`src/rtl/fetch_ctrl.sv`:
```
// fetch_ctrl: instruction-fetch controller. Owns the PC, addresses the
// combinational instruction ROM and hands each fetched word with its PC to
// decode over a valid/ready handshake. Handles stalls, redirects and halt.
// Optional performance counters are enabled by defining FETCH_CTRL_PERF_EN.
module fetch_ctrl #(
    parameter int          ADDR_W     = 32,
    parameter int          ROM_AW     = 6,
    parameter logic [31:0] RESET_PC   = 32'h0000_0000,
    parameter logic [31:0] HALT_INSTR = 32'hFFFF_FFFF
) (
    input  logic              clk,
    input  logic              reset,
    output logic [ROM_AW-1:0] imem_addr,
    input  logic [31:0]       imem_data,
    output logic              out_valid,
    input  logic              out_ready,
    output logic [31:0]       out_instr,
    output logic [ADDR_W-1:0] out_pc,
    input  logic              redirect_valid,
    input  logic [ADDR_W-1:0] redirect_pc,
    input  logic              resume,
    output logic              halted,
    output logic [31:0]       perf_fetched,
    output logic [31:0]       perf_stalls
);

    typedef enum logic {S_FETCH = 1'b0, S_HALT = 1'b1} state_e;

    state_e            state_q, state_d;
    logic [ADDR_W-1:0] pc_q, pc_d;
    logic              out_valid_q, out_valid_d;
    logic [31:0]       out_instr_q, out_instr_d;
    logic [ADDR_W-1:0] out_pc_q, out_pc_d;

    logic accept, stall, load;

    assign accept = out_valid_q && out_ready;
    assign stall  = out_valid_q && !out_ready;
    assign load   = (state_q == S_FETCH) && (!out_valid_q || out_ready) && !redirect_valid;

    assign imem_addr = pc_q[ROM_AW-1:0];
    assign out_valid = out_valid_q;
    assign out_instr = out_instr_q;
    assign out_pc    = out_pc_q;
    assign halted    = (state_q == S_HALT);

    // Next-state: redirect beats load, load beats plain accept; resume leaves HALT.
    always_comb begin
        state_d     = state_q;
        pc_d        = pc_q;
        out_valid_d = out_valid_q;
        out_instr_d = out_instr_q;
        out_pc_d    = out_pc_q;
        if (redirect_valid) begin
            // Word-align the target; any unaccepted instruction is flushed.
            pc_d        = redirect_pc & ~ADDR_W'(3);
            out_valid_d = 1'b0;
            state_d     = S_FETCH;
        end else if (load) begin
            out_instr_d = imem_data;
            out_pc_d    = pc_q;
            out_valid_d = 1'b1;
            pc_d        = pc_q + ADDR_W'(4);
            if (imem_data == HALT_INSTR)
                state_d = S_HALT;
        end else begin
            if (accept)
                out_valid_d = 1'b0;
            if (state_q == S_HALT && resume)
                state_d = S_FETCH;
        end
    end

    // State, PC and output register.
    always_ff @(posedge clk or negedge reset) begin
        if (!reset) begin
            state_q     <= S_FETCH;
            pc_q        <= ADDR_W'(RESET_PC);
            out_valid_q <= 1'b0;
            out_instr_q <= '0;
            out_pc_q    <= '0;
        end else begin
            state_q     <= state_d;
            pc_q        <= pc_d;
            out_valid_q <= out_valid_d;
            out_instr_q <= out_instr_d;
            out_pc_q    <= out_pc_d;
        end
    end

`ifdef FETCH_CTRL_PERF_EN
    logic [31:0] fetched_q, fetched_d;
    logic [31:0] stalls_q, stalls_d;

    // Saturating increments: accepted handshakes and back-pressured cycles.
    always_comb begin
        fetched_d = fetched_q;
        stalls_d  = stalls_q;
        if (accept && fetched_q != 32'hFFFF_FFFF)
            fetched_d = fetched_q + 32'd1;
        if (stall && stalls_q != 32'hFFFF_FFFF)
            stalls_d = stalls_q + 32'd1;
    end

    // Counter registers, cleared by reset.
    always_ff @(posedge clk or negedge reset) begin
        if (!reset) begin
            fetched_q <= '0;
            stalls_q  <= '0;
        end else begin
            fetched_q <= fetched_d;
            stalls_q  <= stalls_d;
        end
    end

    assign perf_fetched = fetched_q;
    assign perf_stalls  = stalls_q;
`else
    assign perf_fetched = 32'h0;
    assign perf_stalls  = 32'h0;
`endif

endmodule

```
`config.mk`:
```
export PLATFORM = sky130hd
export DESIGN_NAME = fetch_ctrl
export DESIGN_NICKNAME = d
export VERILOG_FILES = /design/src/rtl/fetch_ctrl.sv
export SDC_FILE = /design/constraint.sdc
export NUM_CORES = 1
export LEC_CHECK = 0
export CORE_MARGIN = 10
export CORE_UTILIZATION = 25
export DETAILED_ROUTE_END_ITERATION = 8
export DONT_BUFFER_PORTS = 1
export GPL_TIMING_DRIVEN = 1
export HOLD_SLACK_MARGIN = 0.1
export PLACE_DENSITY_LB_ADDON = 0.05
export SLEW_MARGIN = 30
export SYNTH_ARGS = -nofsm -noshare
export SYNTH_HDL_FRONTEND = slang
export SYNTH_SLANG_ARGS = --single-unit
```
`constraint.sdc`:
```
create_clock -name clk -period 1.98 [get_ports clk]
set_input_delay 0 -clock clk [delete_from_list [all_inputs] [get_ports clk]]
set_output_delay 0 -clock clk [all_outputs]
set_load 0.03 [all_outputs]
```
# Word-level counts from Yosys, hierarchy flattened
# Cells that the tools add are included.
# word_totals
n_memories	0
romBits	0
ram_bits	0
output_inout_bits	136
latchBits	0
register_bits	98
inputBits	69
elab_cells	31
# op_classes
addsub	1
n_lt_le_gt_ge	0
n_bitwise	2
n_div	0
multipliers	0
n_shift	0
reduce_logical	12
n_eq_ne	2
muxes	9
# op_table
operator	count
$mux 32	2
$add 32x3->32 const B	1
$eq 32x32->1 const B	1
$mux 1	7
$reduce_bool 3->1	2
$logic_and 1x1->1	4
$reduce_and 2->1	2
$ne 3x2->1 const B	1
$logic_not 1->1	2
$not 1->1	2
$reduce_bool 2->1	1
$logic_or 1x1->1	1

# Logic depth before layout (Yosys ltp)
# Gate-level depths: netlist (run 1).
# depth
ltp_word	6
depth_mapped	6
mapped_depth_nobuf	6

# Least setup slack after synthesis (run 1)
# No wires, ideal clock.
# synth_timing
kind	flip-flop to flip-flop
startpoint	reg out_valid_q (netlist: out_valid)
endpoint	reg pc_q[29]
t_arrival_ps	1660
path_buffers	1
stages_incl_launch_ff	7
setup_slack_ps	238
cell_sequence	dfrtp_1 > nand2b_1 > clkbuf_2 > and3_2 > nand4b_4 > or4_1 > a31oi_1
# synth_between
elab_chain_len	5
# synth_rtl
element	line_no	text
start: declaration	31	logic out_valid_q, out_valid_d;
start signal: assignment	85	out_valid_q <= out_valid_d;
$logic_not 1->1	39	assign load = (state_q == S_FETCH) && (!out_valid_q || out_ready) && !redirect_valid;
$logic_or 1x1->1	39	
$logic_and 1x1->1 (2 in series)	39	
$reduce_bool 2->1 (no line)	n/a	
end signal: assignment	78	pc_q <= ADDR_W'(RESET_PC);
end signal: assignment	84	pc_q <= pc_d;
end: declaration	30	logic [ADDR_W-1:0] pc_q, pc_d;
# Every way passes these cells.
# A chain may end at the register's enable or synchronous reset.

# Final worst setup path (run 1)
# layout_timing
startpoint	reg pc_q[15]
endpoint	reg pc_q[21]
# layout_between
elab_chain_len	3
# layout_rtl
element	line_no	text
$add 32x3->32	63	pc_d = pc_q + ADDR_W'(4);
$mux 32	59	end else if (load) begin
$mux 32	54	if (redirect_valid) begin
# Every way passes these cells. The select of a mux whose other input is x is not followed.

==> impl_summary.log, run 1 <==
[metrics] result of the run: finished, violations left
[metrics] failing checks: hold timing
[metrics] hold buffer count at cts: 66
[metrics] Total Routed Length: 14,100 µm
[metrics] input/output buffers: 0
[metrics] number of synthesized flops with an enable pin: 0
[metrics] largest net degree at the start of global routing: 95
[metrics] Syn Std Cell Area: 4740 µm²
[metrics] Boundary Pins: 205
[metrics] placed inst area: 4860 µm²
[metrics] number of nets with antenna violations after routing: 0
[metrics] worst hold slack after final layout: -665 ps
[metrics] CTS root buffer: sky130_fd_sc_hd__clkbuf_16
[metrics] Worst setup SP type: flip-flop
[metrics] clock transition time at the flip-flop clock pins of the worst setup and hold paths: 70 ps
[metrics] cell at the slowest stage of the critical path: sky130_fd_sc_hd__dfrtp_1
[metrics] ordered list of cells on the worst path: and3_1, nand3_2, buf_4, nor4_1, xnor2_1, o21ai_1
[metrics] LEAKAGE: between 2 and 2.5 nW
[metrics] Final GP Congestion: 0.689
[metrics] die footprint: 24,900 µm²
[metrics] H-tree lvl count: 3
[metrics] drt via density: 4.25
[metrics] Most used DFF post-synth: sky130_fd_sc_hd__dfrtp_1
[metrics] max-cap violations: 0
[metrics] highest cell delay on the worst timing path: 410 ps
[metrics] post-synthesis to final-layout area growth: 23.7%
[metrics] Fin. Hold Viols: 94
[metrics] proportion of netlist area held by the largest area contributor: 0.496
[metrics] clock tree from TritonCTS: done
[metrics] Avg Cell Area, Syn: 11.3 µm²
[metrics] HPWL after detailed placement: 10,100 µm
[metrics] Initial Util: 0.254
[metrics] CP Data Required Time: 2210 ps
[metrics] post-detailed-route DRC marker count: 0
[metrics] fraction of final layout cells sized beyond drive strength 1: 0.229
[metrics] count of synthesis-stage warnings from yosys: 0
[metrics] top post-synthesis cells by area: sky130_fd_sc_hd__dfrtp_1 50%, sky130_fd_sc_hd__mux2_2 15%, sky130_fd_sc_hd__buf_4 12%, sky130_fd_sc_hd__xnor2_1 3.5%, sky130_fd_sc_hd__nand2_1 2.9%
[metrics] Hold/Removal Path Class: in -> async
[metrics] buffer count from post-CTS setup fixing: 0
[metrics] IR drop worst, VDD: 397 µV
[metrics] biggest area consumer among synthesized cells: sky130_fd_sc_hd__dfrtp_1
[metrics] setup TNS after final layout: 0 ps
[metrics] final period demand of the worst path: approximately 1900 ps
[metrics] clock latency on the worst-skew pair: 350 ps
[metrics] number of antenna violations at the first check in global routing: 0
[metrics] Clock Sink Count: 94
[metrics] data arrival time of the critical path: 2100 ps
[metrics] worst clock skew: 10.3 ps
[metrics] routed vias: 3,140
[metrics] most used standard cell by instance count after synthesis: sky130_fd_sc_hd__dfrtp_1
[metrics] type of the worst setup path: reg -> reg
[metrics] register area share after synthesis: 0.496
[metrics] drt initial violations: between 100 and 150
[metrics] kind of capture point of the worst setup path: flip-flop
[metrics] fill cell count: 1,939
[metrics] post-synthesis register bit count: 94
[metrics] average detailed-routed wire length per instance: 19.0 µm
[metrics] via count of the first global-routing pass: ~3,500
[metrics] Num CTS Buffers: 9
[metrics] number of setup violations in the final report: 0
[metrics] Final Cell Area: 5870 µm²
[metrics] number of unique standard cell types used by synthesis: 39
[metrics] die width: 158 µm
[metrics] global route overflow: 0
[metrics] maximum clock frequency: 535 MHz
[metrics] cell area power density: around 940 nW/µm²
[metrics] share of synthesized flip-flops with an asynchronous set or reset: 1.00
[metrics] Core Rows: 50
[metrics] maximum fanout count along the critical path: 8
[metrics] count of final max-slew check failures: 0
[metrics] die boundary height: about 160 µm
[metrics] Longest Clk Path Bufs: 2
[metrics] Tcrit/Tclk final: 0.944
[metrics] overall global routing resource usage: 0.111
[metrics] cells after synthesis: 419
[metrics] Core Region: 18,700 µm²
[metrics] final net count: approximately 570
[metrics] most used standard cells in the synthesized netlist: 94 x sky130_fd_sc_hd__dfrtp_1, 73 x sky130_fd_sc_hd__buf_4, 63 x sky130_fd_sc_hd__mux2_2
[metrics] global-route wire length before repair: 21,100 µm
[metrics] detailed-router iteration count before antenna repair: 5
## logic make-up (layout without fill, tap and decap cells)
kind of cell / Yosys count / count (layout) / share of synthesized area
muxes: 64 / 64 / 0.152
DFF: 94 / 94 / 0.496
other: 1 / 69 / 0.000791
buffers and inverters: 91 / 108 / 0.132
and+or+nand+nor: 108 / 108 / 0.131
adders and majority gates: 1 / 1 / 0.00264
AOI/OAI and AO/OA: 33 / 33 / 0.0364
xor gates and xnor gates: 27 / 27 / 0.0499
## area by class of cell
class                      count  area, µm²  share of cell area
inverter                       4       15.0             0.00256
antenna                        1       2.50            0.000427
tap                          234        293              0.0499
sequential                    94       2350               0.401
timing repair buffer          88        848               0.145
clock buffer                  12        246              0.0420
clock inverter                 4       70.1              0.0119
multi-input combinational    301       2040               0.347
## cells in the final DEF, fill, tap and decap left out, types with 4 or more instances in the layout
cell and count:
sky130_fd_sc_hd__dfrtp_1 94, sky130_fd_sc_hd__conb_1 68, sky130_fd_sc_hd__dlygate4sd3_1 65, sky130_fd_sc_hd__mux2_2 63, sky130_fd_sc_hd__nand2_1 37, sky130_fd_sc_hd__buf_4 21
sky130_fd_sc_hd__xnor2_1 19, sky130_fd_sc_hd__o21ai_0 19, sky130_fd_sc_hd__nand4_1 17, sky130_fd_sc_hd__nand3_1 9, sky130_fd_sc_hd__clkbuf_16 9, sky130_fd_sc_hd__o21ai_1 8
sky130_fd_sc_hd__xor2_1 8, sky130_fd_sc_hd__nor4_1 7, sky130_fd_sc_hd__nor2_1 7, sky130_fd_sc_hd__and3_1 5, sky130_fd_sc_hd__nor4_2 5, sky130_fd_sc_hd__inv_1 4
## stage by stage
step / power, mW / std cells / worst slack [ps] / hold WS [ps] / utilization
6_report: 5.51 / 738 / 111 / -665 / 0.314
5_1_grt: 5.78 / 737 / -7.59 / -687 / 0.313
4_1_cts: 5.61 / 737 / 27.1 / -681 / 0.313
3_5_place_dp: 3.52 / 655 / 104 / -291 / 0.260
3_3_place_gp: 3.51 / 655 / 101 / -291 / 0.260
2_1_floorplan: 3.44 / 486 / 238 / -296 / -
## where the power goes
group / switching (mW) / internal, mW / total (mW)
Clock: 0.772 / 1.14 / 1.91
Sequential: 0.622 / 2.17 / 2.79
Combinational: 0.437 / 0.370 / 0.807
## final timing paths
path                                      startpoint                   endpoint  slack (ps)  cells after the start
worst max register to register  pc_q[15]$_DFFE_PN0N_       pc_q[21]$_DFFE_PN0N_         110                      6
worst max-delay path            pc_q[15]$_DFFE_PN0N_       pc_q[21]$_DFFE_PN0N_         110                      6
min in group clk                      redirect_valid  out_instr[19]$_DFFE_PN0P_         140                      3
worst min-delay path                           reset     out_pc[19]$_DFFE_PN0P_        -660                      0
worst min register to register  pc_q[31]$_DFFE_PN0N_     out_pc[31]$_DFFE_PN0P_         560                      1
max in group asynchronous                      reset  out_instr[28]$_DFFE_PN0P_        2500                      0
## per-layer routing
| metal | wire length (µm) | GRT usage | vias to the layer above | share of wire |
|---|---|---|---|---|
| li1 | - | - | 1476 | - |
| met1 | 5830 | 0.138 | 1526 | 0.41 |
| met2 | 6370 | 0.164 | 127 | 0.45 |
| met3 | 1680 | 0.0535 | 11 | 0.12 |
| met4 | 180 | 0.0414 | 0 | 0.013 |
| met5 | 0 | 0 | - | 0 |
## sequential cells by signal (all words and copies together) (netlist names)
register and cells:
halted 1, out_instr 32, out_pc 30, pc_q 30, out_valid 1
## timing repair
action                     CTS  global route
setup endpoints to repair    0             3
gates resized for setup      0             3
hold endpoints to repair   158            94
## critical path: cells and delay by family, from the launching register on
kind	cells	cell delay [ps]
buffers and inverters	1	230
AOI/OAI and AO/OA	1	70
DFF	1	410
and+or+nand+nor	3	840
xor gates and xnor gates	1	170
Power figures use the tool's default switching activity.
==> run 2: changes to the inputs <==
Settings changed: CORE_UTILIZATION 25 to 40, MAX_ROUTING_LAYER set to met4, SETUP_SLACK_MARGIN set to 0.15.
==> run 2 against run 1 <==
Against the previous run: the run still ends with hold timing left; clock power hardly changed; global-route usage rose by 3.7 points; total power fell by 0.70%; die area shrank 33%; cell area fell by 1.9%; sequential power about the same; sequential share of layout area is 0.79 points higher; critical path type unchanged.
==> impl_summary.log, run 2 (same netlist as run 1, synthesis figures left out) <==
[metrics] result of the run: finished, violations left
[metrics] failing checks: hold timing
[metrics] Longest Clk Path Bufs: 2 (unchanged)
[metrics] clock transition time at the flip-flop clock pins of the worst setup and hold paths: 70 ps (about the same)
[metrics] RSZ-0062 raised after global routing: true
[metrics] detailed-router iteration count before antenna repair: 4 (-1)
[metrics] Core Rows: 39 (-22%)
[metrics] routed vias: 3,074 (-2.1%)
[metrics] largest net degree at the start of global routing: 95 (unchanged)
[metrics] Clock Sink Count: 94 (unchanged)
[metrics] Num CTS Buffers: 9 (unchanged)
[metrics] data arrival time of the critical path: 1950 ps (-150 ps)
[metrics] final standard cell utilization of the core: 0.499 (+0.186)
[metrics] worst clock skew: 6.90 ps (-3.39 ps)
[metrics] CP Data Required Time: 2210 ps (about the same)
[metrics] Fin. Hold Viols: 94 (unchanged)
[metrics] Worst setup SP type: flip-flop
[metrics] global route overflow: 0 (unchanged)
[metrics] worst hold slack after final layout: -655 ps (+9.61 ps)
[metrics] maximum fanout count along the critical path: 5 (-3)
[metrics] IR drop worst, VDD: 626 µV (+58%)
[metrics] LEAKAGE: 2.43 nW (-1.7%)
[metrics] Hold/Removal Path Class: in -> async
[metrics] max-cap violations: 0 (unchanged)
[metrics] cell area power density: 951 nW/µm² (+1.3%)
[metrics] global-route wire length before repair: 18,900 µm (-11%)
[metrics] Initial Util: 0.412 (+0.158)
[metrics] Core Region: 11,500 µm² (-38%)
[metrics] die width: 129 µm (-18%)
[metrics] kind of capture point of the worst setup path: flip-flop
[metrics] drt initial violations: 95 (-20%)
[metrics] via count of the first global-routing pass: 3,395 (-1.7%)
[metrics] clock latency on the worst-skew pair: 350 ps (about the same)
[metrics] post-synthesis to final-layout area growth: 21.3%
[metrics] number of setup violations in the final report: 0 (unchanged)
[metrics] input/output buffers: 0 (unchanged)
[metrics] number of nets with antenna violations after routing: 0 (unchanged)
[metrics] type of the worst setup path: reg -> reg
[metrics] Boundary Pins: 205 (unchanged)
[metrics] transition time at the pin with the least slew margin: 518 ps
[metrics] Tcrit/Tclk final: 0.870 (-0.0735)
[metrics] setup TNS after final layout: 0 ps (unchanged)
[metrics] average detailed-routed wire length per instance: 18.8 µm (-1.1%)
[metrics] die footprint: 16,600 µm² (-33%)
[metrics] final period demand of the worst path: 1720 ps (-146 ps)
[metrics] count of final max-slew check failures: 0 (unchanged)
[metrics] max FFs per register: 32 (unchanged)
[metrics] maximum clock frequency: 580 MHz (+8.4%)
[metrics] overall global routing resource usage: 0.148 (+0.0369)
[metrics] number of antenna violations at the first check in global routing: 1 (+1)
[metrics] fraction of final layout cells sized beyond drive strength 1: 0.236 (+0.00774)
[metrics] Final GP Congestion: 0.730 (+5.9%)
[metrics] leading cell types in the layout, fill and taps excluded: 94 x sky130_fd_sc_hd__dfrtp_1, 68 x sky130_fd_sc_hd__conb_1, 65 x sky130_fd_sc_hd__dlygate4sd3_1, 63 x sky130_fd_sc_hd__mux2_2, 37 x sky130_fd_sc_hd__nand2_1
[metrics] final net count: 561 (-1.2%)
[metrics] clock tree from TritonCTS: done
[metrics] die boundary height: 129 µm (-18%)
[metrics] H-tree lvl count: 3 (unchanged)
[metrics] CTS root buffer: sky130_fd_sc_hd__clkbuf_16
[metrics] post-detailed-route DRC marker count: 0 (unchanged)
[metrics] Total Routed Length: 12,000 µm (-14%)
[metrics] hold buffer count at cts: 66 (unchanged)
[metrics] drt via density: 4.81 (+13%)
[metrics] relative slew slack: 0.654
[metrics] most common cell after layout, fill and taps aside: sky130_fd_sc_hd__dfrtp_1
[metrics] HPWL after detailed placement: 8540 µm (-16%)
## run 2: changes by cell type in the layout (fill, tap and decap cells not counted), sizes merged
cell,before,now
buf,23,16
clkbuf,12,11
## run 2: timing repair
item | 4_1_cts | 5_1_grt
gates resized for setup | 0 | 13
endpoints found under the hold margin | 158 | 94
setup endpoints to repair | 0 | 13
buffers inserted | 0 | 2
## run 2: worst max-delay path, cell delays in order (launching register included)
cell and delay (ps):
sky130_fd_sc_hd__dfrtp_1 400, sky130_fd_sc_hd__and4_4 280, sky130_fd_sc_hd__nand4_1 170, sky130_fd_sc_hd__buf_4 190, sky130_fd_sc_hd__nor4_1 320, sky130_fd_sc_hd__xnor2_1 170, sky130_fd_sc_hd__o21ai_1 70
## run 2: cell type report
| type | count | area (µm²) |
|---|---|---|
| well taps | 143 | 179 |
| inverters | 4 | 15.0 |
| multi-input cells | 301 | 2080 |
| diodes | 1 | 2.50 |
| repair buffers | 81 | 796 |
| clock inverters | 4 | 70.1 |
| flip-flops and latches | 94 | 2350 |
| fillers | 1054 | 5760 |
| clock buffers | 11 | 253 |
## run 2: path summary, 6_finish.rpt
path,start,to,slack (ps),cells after the start
setup / recovery,pc_q[9]$_DFFE_PN0N_,pc_q[23]$_DFFE_PN0N_,260,6
hold / removal,reset,pc_q[20]$_DFFE_PN0N_,-660,0
setup reg to reg,pc_q[9]$_DFFE_PN0N_,pc_q[23]$_DFFE_PN0N_,260,6
hold reg to reg,pc_q[31]$_DFFE_PN0N_,out_pc[31]$_DFFE_PN0P_,550,1
max in group asynchronous,reset,out_pc[26]$_DFFE_PN0P_,2440,0
min in group clk,redirect_valid,out_instr[28]$_DFFE_PN0P_,140,3
## run 2: per-stage QoR
step	power [mW]	instance area [µm²]	worst slack [ps]	instances
floorplan	3.44	4990	238	486
global placement	3.47	4680	204	555
detailed placement	3.48	4680	204	555
CTS	5.53	5670	187	636
global route	5.72	5750	136	639
finish	5.47	5750	257	639
## run 2: power by group
| part | switching [mW] | internal (mW) |
|---|---|---|
| sequential | 0.621 | 2.17 |
| clock | 0.721 | 1.16 |
| combinational | 0.429 | 0.366 |
## run 2: metal layers
metal	GRT usage	up-vias	routed length [µm]	share of wire
met2	0.228	120	5720	0.48
met1	0.170	1492	4950	0.41
met4	0.0361	0	96	0.0080
met3	0.0719	8	1260	0.10
met5	-	-	0	0
li1	-	1454	-	-
